===== config.mk =====
export PLATFORM = sky130hd
export DESIGN_NAME = tlc_phase_timer
export DESIGN_NICKNAME = d
export VERILOG_FILES = /design/src/rtl/tlc_phase_timer.sv
export SDC_FILE = /design/constraint.sdc
export NUM_CORES = 1
export LEC_CHECK = 0
export CORE_AREA = 3 3 88 90
export DETAILED_ROUTE_END_ITERATION = 6
export DIE_AREA = 0 0 91 93
export MAX_ROUTING_LAYER = met4
export PLACE_DENSITY = 0.48
export SLEW_MARGIN = 15
export SYNTH_ARGS = -nofsm -noshare
export SYNTH_HDL_FRONTEND = slang
export SYNTH_SLANG_ARGS = --single-unit

===== constraint.sdc =====
create_clock -name clk -period 2.4 [get_ports clk]
set_clock_uncertainty 0.15 [all_clocks]
set_input_delay 0.48 -clock clk [delete_from_list [all_inputs] [get_ports clk]]
set_output_delay 0.48 -clock clk [all_outputs]
set_load 0.01 [all_outputs]

===== src/rtl/tlc_phase_timer.sv =====
// tlc_phase_timer: timing and sensor front-end for the traffic-light FSM.
// Derives the current phase from the FSM's own light codes, times each phase
// in seconds, emits one-cycle advance strobes once a phase's dwell is met,
// and conditions the raw farm-road car sensor (sync + debounce + max-green).
//
// phase  | meaning
// -------+----------------------------------------------
// PH_HG  | highway green, farm road red
// PH_HY  | highway yellow, farm road red
// PH_FG  | highway red, farm road green
// PH_FY  | highway red, farm road yellow
// PH_ILL | any other light pair (dwell held at 0, no en)
module tlc_phase_timer #(
    parameter int CLK_DIV     = 50_000_000,
    parameter int GREEN_MIN_S = 10,
    parameter int YELLOW_S    = 3,
    parameter int FWY_MIN_S   = 2,
    parameter int FWY_MAX_S   = 8,
    parameter int DEB_CYCLES  = 16
) (
    input  logic       clk,
    input  logic       rstn,
    input  logic       car_raw,
    input  logic [1:0] hwy,
    input  logic [1:0] fwy,
    output logic       x,
    output logic       en,
    output logic       sec_tick,
    output logic [7:0] dwell,
    output logic       phase_err
);

    localparam int PW = (CLK_DIV > 1) ? $clog2(CLK_DIV) : 1;
    localparam int DW = $clog2(DEB_CYCLES + 1);

    localparam logic [1:0] L_YEL = 2'd0;
    localparam logic [1:0] L_RED = 2'd1;
    localparam logic [1:0] L_GRN = 2'd2;

    typedef enum logic [2:0] {
        PH_HG  = 3'd0,
        PH_HY  = 3'd1,
        PH_FG  = 3'd2,
        PH_FY  = 3'd3,
        PH_ILL = 3'd4
    } phase_t;

    phase_t          ph_q;
    phase_t          ph_d;
    logic            ph_chg;
    logic [PW-1:0]   presc;
    logic [7:0]      dwell_inc;
    logic            en_cond;
    logic            x_force;

    logic            sync1;
    logic            s;
    logic            x_deb;
    logic [DW-1:0]   deb_cnt;

    // Decode the light pair fed back from the FSM into a phase.
    always_comb begin
        ph_d = PH_ILL;
        case ({hwy, fwy})
            {L_GRN, L_RED}: ph_d = PH_HG;
            {L_YEL, L_RED}: ph_d = PH_HY;
            {L_RED, L_GRN}: ph_d = PH_FG;
            {L_RED, L_YEL}: ph_d = PH_FY;
            default:        ph_d = PH_ILL;
        endcase
    end

    // Phase register; resets to HG to match the FSM's reset phase.
    always_ff @(posedge clk or negedge rstn) begin
        if (!rstn) ph_q <= PH_HG;
        else       ph_q <= ph_d;
    end

    assign ph_chg   = (ph_d != ph_q);
    assign sec_tick = (presc == PW'(CLK_DIV - 1));

    // Incremented dwell and per-phase advance condition on that value.
    always_comb begin
        dwell_inc = (dwell == 8'hFF) ? dwell : dwell + 8'd1;
        en_cond   = 1'b0;
        case (ph_d)
            PH_HG:   en_cond = (dwell_inc >= 8'(GREEN_MIN_S));
            PH_HY:   en_cond = (dwell_inc >= 8'(YELLOW_S));
            PH_FG:   en_cond = (dwell_inc >= 8'(FWY_MIN_S));
            PH_FY:   en_cond = (dwell_inc >= 8'(YELLOW_S));
            default: en_cond = 1'b0;
        endcase
    end

    // One-second prescaler; a phase change restarts it so dwell counts
    // whole seconds from the start of the phase.
    always_ff @(posedge clk or negedge rstn) begin
        if (!rstn)         presc <= '0;
        else if (ph_chg)   presc <= '0;
        else if (sec_tick) presc <= '0;
        else               presc <= presc + PW'(1);
    end

    // Seconds in phase, saturating; held at 0 while the light pair is illegal.
    always_ff @(posedge clk or negedge rstn) begin
        if (!rstn)                dwell <= 8'd0;
        else if (ph_chg)          dwell <= 8'd0;
        else if (ph_d == PH_ILL)  dwell <= 8'd0;
        else if (sec_tick)        dwell <= dwell_inc;
    end

    // Advance strobe: only ever one cycle wide, right after a second tick.
    always_ff @(posedge clk or negedge rstn) begin
        if (!rstn) en <= 1'b0;
        else       en <= sec_tick & en_cond;
    end

    // Two-flop synchronizer for the asynchronous car sensor.
    always_ff @(posedge clk or negedge rstn) begin
        if (!rstn) begin
            sync1 <= 1'b0;
            s     <= 1'b0;
        end else begin
            sync1 <= car_raw;
            s     <= sync1;
        end
    end

    // Debounce: accept a new sensor level only after DEB_CYCLES stable cycles.
    always_ff @(posedge clk or negedge rstn) begin
        if (!rstn) begin
            x_deb   <= 1'b0;
            deb_cnt <= '0;
        end else if (s == x_deb) begin
            deb_cnt <= '0;
        end else if (deb_cnt == DW'(DEB_CYCLES - 1)) begin
            x_deb   <= s;
            deb_cnt <= '0;
        end else begin
            deb_cnt <= deb_cnt + DW'(1);
        end
    end

    // Hide the car once farm-road green has run its maximum, so the next
    // FG strobe sends the FSM on to yellow.
    assign x_force = (ph_d == PH_FG) && (dwell >= 8'(FWY_MAX_S));

    // Registered outputs to the FSM: conditioned car flag and phase error.
    always_ff @(posedge clk or negedge rstn) begin
        if (!rstn) begin
            x         <= 1'b0;
            phase_err <= 1'b0;
        end else begin
            x         <= x_deb & ~x_force;
            phase_err <= (ph_d == PH_ILL);
        end
    end

endmodule


==> qor.yml <==
outcome: "finished, final reports clean"
first_pass_iters: 4
ys_seq_area_share_pct: 47.7
floorplan.die.width_um: 91
groute.usage.overall_pct: 14.2
end_kind: "output pin"
start_util_pct: 34.5
clk_latency_ps: 300
irDropWorstVdd_mv: 0.235
critical_path_cell_list: "nor4b_4, nand4_1, or2_1, inv_2, buf_2"
grt_pass1_wl_um: 9430
pwr-share-seq_pct: 52.3
pwr-share-clk_pct: 38.3
cts.reportedPaths.clkPinSlew_ps: 90
switching_share_pct: 23.9
critPathSlowestCell: "dfrtp_1"
synth.yosys.warnings: 0
yosys-mux-area-fraction_pct: 0.863
route.detailed.wl_per_inst_um: 13.1
internal-power_uw: 1190
crit_fanout: 2
cp.arrival_ps: 1590
clock.fmax_mhz: 450
worst_hold_path_type: "reg2reg"
post-layout-total-power_uw: 1570
sw_power_uw: 375
place_congestion: 0.786
overflow: 0
tightest_slew_ps: 491
setup-violations-final: 0
n_antenna_cell: 0
synthDominantAreaCellType: "dfrtp_1"
first_global_vias: 1930
comb_power_share_pct: 9.5
criticalPathCategory: "reg2out"
clock_sinks: 47
synth_xor_area_share_pct: 11.3
ctsRootBufferMaster: "clkbuf_8"
yosysTopAreaCellShare_pct: 47.7
synth_cells: 254
synth-seq-cells: 47
fp.dieH_um: 93
post_synth_and_or_nand_nor_area_fraction_pct: 29.4
worst_r2r_path_depth: 7
pin_count_of_the_biggest_net_entering_global_routing: 29
num_rows: 31
slew_violations: 0
post_synth.cell_area_avg_sq_um: 9.70
layout-drive-gt1-share_pct: 22.2
htree_levels: 2
hold_violations: 0
max_stage_delay_ps: 410
worst-endpoint-required_ps: 1770
route.detailed.drc: 0
worst_hold_stages: 0
ys_top_cells_by_area: "dfrtp_1 (48%), nor2_1 (6.7%), xor2_1 (5.7%)"
drtAntennaViolNets: 0
num-fill-cells: 709
cts_tree: "done"
p_leak_uw: 0.00136
synth_fa_ha_area_share_pct: 2.03
ys_types: 52
rsz0062_at_grt: "no"
hpwlAfterDp_um: 3900
synth.cell_area_sq_um: 2460
io-pin-count: 19
synth_compound_area_share_pct: 6.45
powerDensity_nw_per_um2: 488
finish.net_count: 326
viasPerCell: 4.80
timing.slew.headroom_pct: 67.3
core_area_sq_um: 7140
finish.utilization_pct: 45.1
multi_input_comb_area_sq_um: 1260
vias: 1990
placement.cell_area_sq_um: 3020
timing.critical_path.from_type: "register"
aggregate_routed_wire_length_um: 5450
dominant_combinational_cell_family_by_area_after_synthesis: "simple AND/OR/NAND/NOR gates"
min_period_ps: 2220
cts_made_buffers: 5
grt_antenna_before_repair: 0
mappedNetlistNets: 265
maxCapViolations: 0
cts.path.max_buffers: 2
seqCellArea_sq_um: 1180
first_iter_violations: 125
die_area_sq_um: 8460
fin_crit_sh_pct: 92.6
area_added_between_synthesis_and_finish_pct: 30.5
port_buffers: 18
final_area_sq_um: 3220
## cell families after synthesis
group | count (synthesis)
and+or+nand+nor | 134
DFF | 47
xor gates and xnor gates | 31
AOI/OAI and AO/OA | 24
buffers and inverters | 12
adders and majority gates | 4
muxes | 2
## metrics by stage
step                      setup WS (ps)  std cells  hold WS [ps]  setup TNS (ps)
after global placement            -35.0        400           201            -362
after detailed placement           -100        400           192           -1680
after global routing               77.2        415           237               0
after floorplan                     296        254          34.4               0
after CTS                          12.9        409           224               0
final                               178        415           222               0
## final cells by class
class                           instances  share of cell area [%]
Sequential cell                        47                    36.6
Multi-Input combinational cell        195                    39.3
Clock inverter                          3                    1.48
Inverter                                6                   0.700
Tap cell                               99                    3.85
Clock buffer                            5                    2.14
Timing Repair Buffer                   60                    16.0
## registers in the layout, summed over array words and instances, names as in the netlist, 3 cells and up
signal   count
dwell        8
presc       26
ph_q         3
deb_cnt      5
## synth_stat cells (all sizes together)
library cell  count
o31ai             1
mux2i             1
dfrtp            47
or2               3
and3              5
clkbuf            3
o22ai             1
ha                4
or3b              1
a31oi             1
a311oi            2
or4b              1
and3b             1
nand2b            2
nand2            18
nor3b             2
nand4b            1
xor2             16
a21boi            1
mux2              1
o21a              1
o311ai            1
nor4              5
nand4             9
xnor2            15
nand3            16
o211ai            1
o21ai             2
or4               3
nor4b             3
nor2             44
nor2b             1
inv               6
a21oi             9
nor3             11
and4              4
buf               3
a22oi             1
a211oi            2
o32ai             1
and2              4
## repair_timing
| item | 4_1_cts | 5_1_grt |
|---|---|---|
| pin swaps | 0 | 4 |
| gates cloned | 0 | 0 |
| gates resized for setup | 4 | 6 |
| setup buffers | 0 | 6 |
| endpoints found under the setup margin | 1 | 1 |
| hold buffers | 1 | 0 |
| hold endpoints to repair | 19 | 0 |
## critical path: cells and delay by family, from the launching register on
kind / cells / cell delay, ps
DFF: 1 / 410
and+or+nand+nor: 3 / 680
buffers and inverters: 2 / 190
## power by group through the flow
stage | registers, uW | clock network, uW | logic, uW
floorplan | 838 | 0 | 53.9
global placement | 835 | 0 | 151
detailed placement | 835 | 0 | 152
CTS | 819 | 632 | 153
global route | 823 | 667 | 170
finish | 819 | 600 | 149
## layout by cell type (no fill, tap or decap), drive strengths merged, types with 2 or more instances in the layout
master | synthesis | routed
xnor2 | 15 | 15
and4 | 4 | 4
nor2 | 44 | 44
a311oi | 2 | 2
a21oi | 9 | 9
a211oi | 2 | 2
nor4 | 5 | 5
clkdlybuf4s50 | 0 | 16
xor2 | 16 | 16
nor4b | 3 | 3
and3 | 5 | 5
or2 | 3 | 3
nand4 | 9 | 9
nand2 | 18 | 18
buf | 3 | 43
nand3 | 16 | 16
nand2b | 2 | 2
or4 | 3 | 3
ha | 4 | 4
dfrtp | 47 | 47
nor3 | 11 | 11
nor3b | 2 | 2
inv | 6 | 7
clkbuf | 3 | 5
and2 | 4 | 4
o21ai | 2 | 2
## path summary, 6_finish.rpt
check	from	endpoint	slack, ps
min in group asynchronous	rstn	presc[14]$_DFF_PN0_	520
max	presc[10]$_DFF_PN0_	sec_tick	180
min	sync1$_DFF_PN0_	s$_DFF_PN0_	220
min reg2reg	sync1$_DFF_PN0_	s$_DFF_PN0_	220
max in group asynchronous	rstn	presc[10]$_DFF_PN0_	1070
max reg2reg	presc[9]$_DFF_PN0_	presc[24]$_DFF_PN0_	250
## per-layer routing
layer	track usage (%)	vias to the layer above	wire, um
met5	-	-	0
met2	20.9	17	2460
li1	-	1017	-
met3	2.98	6	112
met4	4.15	0	74
met1	19.8	950	2810
Power figures use the tool's default switching activity.
